### src/rtl/debug_display_ctrl.sv
// Board debug front-end: key debounce, probe channel selection with
// auto-scroll, hold/snapshot, and paging of wide words onto hex digits.
module debug_display_ctrl #(
   parameter  int NCH         = 5,
   parameter  int DW          = 32,
   parameter  int DIGITS      = 4,
   parameter  int DB_CYCLES   = 250000,
   parameter  int AUTO_PERIOD = 50000000,
   localparam int PW          = 4 * DIGITS,
   localparam int NPAGE       = (DW + PW - 1) / PW,
   localparam int SW          = $clog2(NCH),
   localparam int PGW         = (NPAGE > 1) ? $clog2(NPAGE) : 1
) (
   input  logic              CLK,
   input  logic              RST,
   input  logic [2:0]        nBTN,
   input  logic              AUTO,
   input  logic              HOLD,
   input  logic [NCH*DW-1:0] DATA,
   output logic [SW-1:0]     SEL,
   output logic [NCH-1:0]    SEL_LED,
   output logic [PGW-1:0]    PAGE,
   output logic [PW-1:0]     DIGIT,
   output logic [2:0]        BTN_PULSE
);

   localparam int DBW = (DB_CYCLES > 1) ? $clog2(DB_CYCLES) : 1;
   localparam int ACW = (AUTO_PERIOD > 1) ? $clog2(AUTO_PERIOD) : 1;

   localparam logic [DBW-1:0] DB_LAST   = DBW'(DB_CYCLES - 1);
   localparam logic [ACW-1:0] AUTO_LAST = ACW'(AUTO_PERIOD - 1);
   localparam logic [SW-1:0]  SEL_LAST  = SW'(NCH - 1);
   localparam logic [PGW-1:0] PAGE_LAST = PGW'(NPAGE - 1);

   logic [2:0]         nbtn_s1, nbtn_s2;
   logic               auto_s1, auto_s2;
   logic               hold_s1, hold_s2;
   logic               hold_d;
   logic [2:0]         db_state, db_state_d;
   logic [DBW-1:0]     db_cnt [3];
   logic [ACW-1:0]     auto_cnt;
   logic               auto_tick;
   logic               man_step;
   logic [SW-1:0]      sel_inc, sel_dec, sel_nxt;
   logic [NCH-1:0]     led_nxt;
   logic [DW-1:0]      live, snapshot, src;
   logic [NPAGE*PW-1:0] src_ext;

   // Two-stage synchronisers; keys idle released so a key held through
   // reset still produces a fresh press
   always_ff @(posedge CLK or posedge RST) begin
      if (RST) begin
         nbtn_s1 <= '1;
         nbtn_s2 <= '1;
         auto_s1 <= 1'b0;
         auto_s2 <= 1'b0;
         hold_s1 <= 1'b0;
         hold_s2 <= 1'b0;
      end else begin
         nbtn_s1 <= nBTN;
         nbtn_s2 <= nbtn_s1;
         auto_s1 <= AUTO;
         auto_s2 <= auto_s1;
         hold_s1 <= HOLD;
         hold_s2 <= hold_s1;
      end
   end

   // Per-key debounce: flip the debounced state after DB_CYCLES of disagreement
   always_ff @(posedge CLK or posedge RST) begin
      if (RST) begin
         db_state   <= '0;
         db_state_d <= '0;
         for (int unsigned i = 0; i < 3; i++) db_cnt[i] <= '0;
      end else begin
         db_state_d <= db_state;
         for (int unsigned i = 0; i < 3; i++) begin
            if (~nbtn_s2[i] != db_state[i]) begin
               if (db_cnt[i] == DB_LAST) begin
                  db_state[i] <= ~nbtn_s2[i];
                  db_cnt[i]   <= '0;
               end else begin
                  db_cnt[i] <= db_cnt[i] + 1'b1;
               end
            end else begin
               db_cnt[i] <= '0;
            end
         end
      end
   end

   // One-cycle pulse on each released-to-pressed transition
   always_ff @(posedge CLK or posedge RST) begin
      if (RST) BTN_PULSE <= '0;
      else     BTN_PULSE <= db_state & ~db_state_d;
   end

   assign man_step  = BTN_PULSE[0] | BTN_PULSE[1];
   assign auto_tick = (auto_cnt == AUTO_LAST);

   // Auto-scroll tick counter; a manual step restarts the period
   always_ff @(posedge CLK or posedge RST) begin
      if (RST)                              auto_cnt <= '0;
      else if (!auto_s2 || hold_s2 || man_step) auto_cnt <= '0;
      else if (auto_tick)                   auto_cnt <= '0;
      else                                  auto_cnt <= auto_cnt + 1'b1;
   end

   // Next channel index and its one-hot LED pattern
   always_comb begin
      sel_inc = (SEL == SEL_LAST) ? '0 : SEL + 1'b1;
      sel_dec = (SEL == '0) ? SEL_LAST : SEL - 1'b1;
      sel_nxt = SEL;
      if (!hold_s2) begin
         if (BTN_PULSE[0] && !BTN_PULSE[1])
            sel_nxt = sel_inc;
         else if (BTN_PULSE[1] && !BTN_PULSE[0])
            sel_nxt = sel_dec;
         else if (!man_step && auto_s2 && auto_tick)
            sel_nxt = sel_inc;
      end
      led_nxt = '0;
      for (int unsigned k = 0; k < NCH; k++) led_nxt[k] = (sel_nxt == SW'(k));
   end

   // Channel index and LED register update together
   always_ff @(posedge CLK or posedge RST) begin
      if (RST) begin
         SEL     <= '0;
         SEL_LED <= NCH'(1);
      end else begin
         SEL     <= sel_nxt;
         SEL_LED <= led_nxt;
      end
   end

   // Page stepping is independent of hold
   always_ff @(posedge CLK or posedge RST) begin
      if (RST)               PAGE <= '0;
      else if (BTN_PULSE[2]) PAGE <= (PAGE == PAGE_LAST) ? '0 : PAGE + 1'b1;
   end

   assign live = DATA[SEL*DW +: DW];

   // Capture the selected channel on the rising edge of synced HOLD
   always_ff @(posedge CLK or posedge RST) begin
      if (RST) begin
         hold_d   <= 1'b0;
         snapshot <= '0;
      end else begin
         hold_d <= hold_s2;
         if (hold_s2 && !hold_d) snapshot <= live;
      end
   end

   // Display source; during the capture cycle live data equals the value being latched
   always_comb begin
      src     = (hold_s2 && hold_d) ? snapshot : live;
      src_ext = '0;
      src_ext[DW-1:0] = src;
   end

   // Registered page slice of the display source
   always_ff @(posedge CLK or posedge RST) begin
      if (RST) DIGIT <= '0;
      else     DIGIT <= src_ext[PAGE*PW +: PW];
   end

endmodule

### config.mk
export PLATFORM = sky130hd
export DESIGN_NAME = debug_display_ctrl
export DESIGN_NICKNAME = d
export VERILOG_FILES = /design/src/rtl/debug_display_ctrl.sv
export SDC_FILE = /design/constraint.sdc
export NUM_CORES = 1
export LEC_CHECK = 0
export ABC_CLOCK_PERIOD_IN_PS = 5300
export BUFFER_PORTS_ARGS = -buffer_cell sky130_fd_sc_hd__buf_2
export CAP_MARGIN = 20
export CORE_AREA = 2 2 126 128
export CTS_CLUSTER_SIZE = 24
export DETAILED_ROUTE_END_ITERATION = 8
export DIE_AREA = 0 0 128 130
export GPL_TIMING_DRIVEN = 1
export HOLD_SLACK_MARGIN = 0.08
export PLACE_DENSITY = 0.77
export SYNTH_ARGS = -nofsm -noshare
export SYNTH_HDL_FRONTEND = slang
export SYNTH_SLANG_ARGS = --single-unit
### constraint.sdc
create_clock -name CLK -period 5.3 [get_ports CLK]
set_clock_uncertainty 0.2 [all_clocks]
set_input_delay 0.265 -clock CLK [delete_from_list [all_inputs] [get_ports CLK]]
set_output_delay 0.265 -clock CLK [all_outputs]
set_load 0.1 [all_outputs]
==> out/results.ini, run 1 <==
[yosys]
synth-simple-area-share=0.151
seq_total_area_yosys=0.490
netlist_area_um2=8040
yosys-mux-area-fraction=0.187
synth_compound_gate_area_share=0.0543
synthesis.nets=850
synth_top_family_by_area=multiplexers
synth-async-reset-ratio=1.00
synth_edf_count=0
syn_avg_cell_area_um2=11.9
post_synth_inst_count=676
yosys.area_share.adder=0.0109
synth-xor-area-share=0.0817
ys_ff_latch=157
yosys_warnings=0
top_ff_cell_synth=dfrtp_1
synth_cell_type_count=49

[worst_setup_path]
timing_worst_setup_path_type=register to register
worstPathArrival_ns=3.16
endpoint_kind=register
worstPathRequired_ns=5.40
crit_path_max_fanout=23
worstSetupStartpointType=register

[hold_path]
hold_path_class=input pin to register

[timing]
fin_crit_sh=0.576
final_period_minus_worst_setup_slack_ns=3.05
hold_viol=0
total_negative_setup_slacks_ns=0
worst_slew_margin_rel=0.325
least_margin_pin_slew_ns=1.01
fmaxAchievable_ghz=0.328
setup_viol=0
final_max_slew_viol_count=0
setup_repair_after_global_routing_missed_its_margin=no

[placement]
dp.cells=1035
place_area_um2=9170
gpl.final_weighted_congestion=0.877
dp_hpwl_um=14000
io_buffers=194

[detailed_routing]
drt_first_iter_violations=465
route.detailed.drc=0
post_detailed_route_count_of_antenna_violating_nets=0
post_drt_wl_per_cell_um=18.5
finalWirelength_um=20600
detailedRoute.firstPassIterationCount=4
vias_per_cell=5.63
route.vias.total=6269

[floorplan]
initial_core_utilization=0.521
design.die.area_um2=16600
floorplan.core_area_um2=15400
die_y_um=130
std_cell_rows=46
die_x_um=128
i_o_pin_cnt=195

[clocking]
clock_tree.htree_level_count=4
clk_root_buffer_cell=clkbuf_16
path_clk_slew_ns=0.06
clkLatencyLatePin_ns=0.42
cts_buffers=17
buffer_depth_of_the_longest_clock_path=2
cts-resized-gates=0
tritoncts_clock_tree=yes
numClockSinks=157

[job]
max_capacitance_violation_total=0

[grt]
grt_max_degree=109
grtUsageMet2=0.393
grt_pass1_wl_um=32100
most_utilized_layer_in_the_global_route_result=met2
globalRouteMet3Util=0.0861
globalRoute.totalOverflow=0
vias_in_the_first_global_route=6291
grt_use_total=0.252
grt_use_met1=0.310
initial_antenna_violation_count=9

[cells_and_area]
n_fill_cell=1184
area_growth_pct=26.2
final_nets=1073
seq_area_um2=3940
stdcell_count=1114
final_cell_mix=194 x buf_2, 148 x dfrtp_1, 112 x nor2_1
multi_input_comb_area_um2=3900
layout.cells.most_common=buf_2
final_area_um2=10100
share_of_final_layout_standard_cells_stronger_than_drive_strength_1=0.361

[pwr]
power.leakage_nw=4.67
vdd_ir_drop_max_v=0.000240
p_per_area_nw_per_um2=328

[run_status]
run_status=complete, no violations

## path summary, 6_finish.rpt
path / end / startpoint / cells past startpoint / slack, ns
max in group asynchronous: auto_cnt[13] / RST / 4 / 3.28
setup reg to reg: SEL_LED[2] / SEL[0] / 8 / 2.25
min in group asynchronous: db_cnt[29] / RST / 3 / 0.41
setup / recovery: SEL_LED[2] / SEL[0] / 8 / 2.25
hold reg to reg: nbtn_s2[1] / nbtn_s1[1] / 0 / 0.16
hold / removal: snapshot[13] / DATA[141] / 3 / 0.1
## logic make-up after synthesis
family                     count (synthesis)
buffers and inverters                     51
AOI/OAI and AO/OA                         52
adders and majority gates                  7
muxes                                     86
and+or+nand+nor                          248
DFF                                      157
xor gates and xnor gates                  75
## state kept, by name, summed over array words and instances, names as in the netlist, 3 cells and up
register	cells
db_state	3
DIGIT	16
db_cnt	54
snapshot	32
BTN_PULSE	3
SEL	3
auto_cnt	26
SEL_LED	5
nbtn_s1	3
db_state_d	3
nbtn_s2	3
## layout make-up
| type | instances | area share |
|---|---|---|
| inverters | 19 | 0.00764 |
| flip-flops and latches | 157 | 0.388 |
| repair buffers | 236 | 0.136 |
| diodes | 10 | 0.00247 |
| well taps | 192 | 0.0237 |
| multi-input cells | 468 | 0.385 |
| clock buffers | 26 | 0.0492 |
| clock inverters | 6 | 0.00838 |
## power breakdown
part | total (W) | switching (W) | internal, W
registers | 0.00137 | 0.0000662 | 0.00130
logic | 0.000749 | 0.000457 | 0.000292
clock network | 0.00121 | 0.000466 | 0.000743
## Yosys cell counts, types with 2 or more instances
master,number,area [um2]
a21oi_1,4,20.0
a22o_1,32,280
a2bb2oi_1,2,17.5
and3_1,13,81.3
and4_1,2,17.5
and4bb_1,2,25.0
buf_1,3,11.3
buf_2,10,50.1
clkbuf_1,18,67.6
dfrtp_1,150,3750
dfstp_2,7,184
ha_1,7,87.6
inv_1,17,63.8
mux2_2,32,360
mux2i_1,6,60.1
mux4_2,48,1080
nand2_1,29,109
nand2b_1,6,37.5
nand3_1,38,190
nand3b_1,2,15.0
nand4_1,6,37.5
nand4_2,2,25.0
nor2_1,112,420
nor2b_1,4,25.0
nor3_1,11,55.1
nor4_1,7,43.8
nor4_4,2,42.5
o21ai_0,4,20.0
or3_1,7,43.8
xnor2_1,39,342
xor2_1,36,315
## critical path, cell delays in order (launching register included)
cell       delay (ns)
dfrtp_2          0.72
buf_4            0.49
inv_1            0.15
ha_1             0.30
a221o_1          0.34
o21a_1           0.11
mux2i_1          0.30
a2bb2oi_1        0.24
nor2_1           0.06
## what timing repair did
action | in CTS | in global routing
setup endpoints to repair | 0 | 0
hold endpoints to repair | 136 | 0
hold buffers | 37 | 0
buffers inserted | 0 | 0
## routing by layer
| layer | vias up | wire, um |
|---|---|---|
| met5 | - | 0 |
| met1 | 3085 | 8260 |
| li1 | 2873 | - |
| met2 | 261 | 9920 |
| met3 | 50 | 1580 |
| met4 | 0 | 796 |
## stage by stage
| step | worst slack (ns) | hold slack [ns] | util | total power [W] |
|---|---|---|---|---|
| 2_1_floorplan | 0.612 | 0.0695 | - | 0.00193 |
| 3_3_place_gp | 2.28 | 0.146 | 0.594 | 0.00209 |
| 3_5_place_dp | 2.19 | 0.147 | 0.594 | 0.00211 |
| 4_1_cts | 2.19 | 0.0833 | 0.656 | 0.00334 |
| 5_1_grt | 1.98 | 0.112 | 0.658 | 0.00345 |
| 6_report | 2.25 | 0.0998 | 0.658 | 0.00333 |
No activity file was read; power rests on OpenSTA's default activity.
==> run 2: changes to the inputs <==
ABC_AREA = 1   (was not set)
ABC_CLOCK_PERIOD_IN_PS = 2600   (was 5300)
CORE_AREA = 2 2 138 140   (was 2 2 126 128)
DIE_AREA = 0 0 140 142   (was 0 0 128 130)
PLACE_DENSITY = 0.74   (was 0.77)
clock period = 2.6 ns   (was 5.3 ns; I/O delays follow)
==> run 2 against run 1 <==
The run now ends with design-rule violations left. Fmax increased by 27%. Sequential power up 99%. Worst setup slack got worse by 2.0 ns. Worst hold slack lost 0.038 ns. Via count is 37% higher. Largest cell class is now multi-input gates. Non-clock buffer count grew 26. Global-route usage down 0.43 points. Clock-buffer cell count decreased by 8. Routed wire length up 20%. Critical path type unchanged. Sequential cell count unchanged. Critical endpoint is now snapshot[14]. Clock power grew 110%.
==> out/results.ini, run 2 <==
[yosys]
synth_cell_type_count=46
netlist_area_um2=9000
ys_ff_latch=157
syn_avg_cell_area_um2=7.64
synth_common_cells=172 x nand2_1, 166 x inv_1, 150 x dfrtp_1
seq_total_area_yosys=0.437
netlist_top_cells_area=dfrtp_1 42%, nand2_1 7.2%, inv_1 6.9%
synth_most_common_cell=nand2_1
post_synth_inst_count=1179
synth_top_cell_area_share=0.417
yosys_warnings=0
synth_edf_count=0
synth-async-reset-ratio=1.00
synthesis.nets=1353
synth_top_area_cell=dfrtp_1
top_ff_cell_synth=dfrtp_1

[floorplan]
initial_core_utilization=0.488
die_x_um=140
design.die.area_um2=19900
i_o_pin_cnt=195
die_y_um=142
std_cell_rows=50
floorplan.core_area_um2=18500

[pwr]
total_power_w=0.00694
vdd_ir_drop_max_v=0.000467
p_per_area_nw_per_um2=608
power.leakage_nw=5.51

[placement]
dp_hpwl_um=17000
place_area_um2=10200
io_buffers=194
gpl.final_weighted_congestion=0.858
dp.cells=1571

[worst_setup_path]
timing.reg2reg.setup_slack_ns=0.20
crit_buf_inv=4
timing_worst_setup_path_type=register to register
timing.critical_path.cells=inv_2 -> nand3_1 -> buf_4 -> o21ai_0 -> dlygate4sd3_1 -> inv_1 -> o21ai_0
timing.rr.start=SEL[1]
endpoint_kind=register
timing.critical_path.slowest_stage_cell=dlygate4sd3_1
worst_r2r_path_depth=7
worstSetupStartpointType=register
worstPathArrival_ns=2.54
worstPathRequired_ns=2.74
critical_path.top_delay_family=buffers and inverters
cp_slowest_stage_delay_ns=0.61
crit_path_max_fanout=32
crit_top_cell=o21ai_0
crit-reg2reg-capture=snapshot[14]

[clocking]
clkLatencyLatePin_ns=0.43
clk_root_buffer_cell=clkbuf_16
cts_buffers=17
tritoncts_clock_tree=yes
numClockSinks=157
postCtsSetupRepairBufs=0
path_clk_slew_ns=0.07
clock_tree.htree_level_count=4
buffer_depth_of_the_longest_clock_path=2

[timing]
least_margin_pin_slew_ns=0.944
fin_crit_sh=0.922
hold_viol=0
final_period_minus_worst_setup_slack_ns=2.40
total_negative_setup_slacks_ns=0
fmaxAchievable_ghz=0.417
setup_viol=0
final_max_slew_viol_count=0
worst_slew_margin_rel=0.370

[detailed_routing]
post_drt_wl_per_cell_um=14.9
route.vias.total=8593
route.detailed.drc=25
vias_per_cell=5.18
post_detailed_route_count_of_antenna_violating_nets=0
finalWirelength_um=24700
detailedRoute.firstPassIterationCount=8
drt_first_iter_violations=517

[cells_and_area]
stdcell_count=1660
layout.cells.most_common=buf_2
number_of_flip_flops_in_the_largest_register=54
final_cell_mix=193 x buf_2, 172 x nand2_1, 164 x inv_1
final_area_um2=11400
share_of_final_layout_standard_cells_stronger_than_drive_strength_1=0.234
area_growth_pct=26.7
max_flop_register=db_cnt
final_nets=1586
largest_registers=db_cnt: 54 flops, snapshot: 32 flops, auto_cnt: 26 flops
n_fill_cell=1609

[hold_path]
min_from=DATA[26]
worst_hold_path.endpoint=snapshot[26]
worst_hold_path_cell_count=7
hold_path_class=input pin to register

[grt]
globalRoute.totalOverflow=0
grt_max_degree=101
grt_use_total=0.247
vias_in_the_first_global_route=8253
grt_pass1_wl_um=39600
initial_antenna_violation_count=1

[run_status]
failed_checks=design-rule violations
run_status=complete, but fails checks

[job]
max_capacitance_violation_total=0

==> run 2: cell count changes after synthesis, sizes merged, moves of 15 or more <==
cell / previous run / this run
mux4: 48 / 0
o21ai: 4 / 127
inv: 18 / 177
nand3: 39 / 98
mux2: 32 / 14
a21oi: 4 / 88
nand2: 29 / 188
xor2: 36 / 21
nor2: 112 / 153
nor3: 12 / 32
a22o: 32 / 0
xnor2: 39 / 6
==> run 2: timing repair <==
action	CTS	global route
resized for setup	0	0
endpoints found under the setup margin	0	1
endpoints found under the hold margin	75	0
hold buffers	55	0
==> run 2: cells by family after synthesis <==
family,after synthesis,share of synthesized area
AND/OR/NAND/NOR,514,0.274
AO/OA/AOI/OAI,233,0.136
buffers and inverters,226,0.0980
flip-flops,157,0.437
XOR/XNOR,27,0.0263
multiplexers,15,0.0186
adder cells (fa/ha/maj),7,0.00973
==> run 2: cell type report <==
class	instances	area (um2)	area share
clock buffer	18	439	0.0385
timing repair buffer	262	1730	0.151
sequential	157	3940	0.345
multi-input combinational	796	4190	0.367
inverter	178	672	0.0589
antenna	1	2.50	0.000219
clock inverter	14	154	0.0135
tap	234	293	0.0257
==> run 2: worst max-delay path by stage <==
stage,from,to,depth (start not counted)
CTS,SEL[1],snapshot[11],8
global route,SEL[1],snapshot[14],9
finish,SEL[1],snapshot[14],7
detailed placement,hold_s2,snapshot[3],3
global placement,SEL[0],DIGIT[15],10
floorplan,RST,SEL[0],1
==> run 2: stage by stage <==
step                      hold slack, ns  worst slack [ns]   util
after detailed placement          0.0361             0.525  0.555
after floorplan                  -0.0655             0.119      -
after global routing               0.108          -0.00343  0.618
after global placement            0.0357             0.563  0.555
final                             0.0619             0.203  0.618
after CTS                         0.0829             0.209  0.617
==> run 2: routing by layer <==
metal / global-route usage / routed length (um) / vias to the layer above
met4: 0.0750 / 478 / 0
met1: 0.314 / 10900 / 4025
met3: 0.0404 / 1130 / 34
met2: 0.438 / 12200 / 239
li1: - / - / 4295
met5: 0 / 0 / -
==> run 2: report_power, final <==
| group | internal, W | total (W) | switching (W) | leakage (nW) |
|---|---|---|---|---|
| sequential | 0.00262 | 0.00272 | 0.0000995 | 2.08 |
| combinational | 0.000562 | 0.00173 | 0.00117 | 3.14 |
| clock | 0.00138 | 0.00249 | 0.00110 | 0.290 |
| total | 0.00457 | 0.00694 | 0.00237 | 5.51 |
==> run 2: worst register-to-register path, cell delays in order, from the launching register on <==
cell and delay, ns:
dfrtp_2 0.45, inv_2 0.19, nand3_1 0.10, buf_4 0.24
o21ai_0 0.32, dlygate4sd3_1 0.61, inv_1 0.05, o21ai_0 0.15
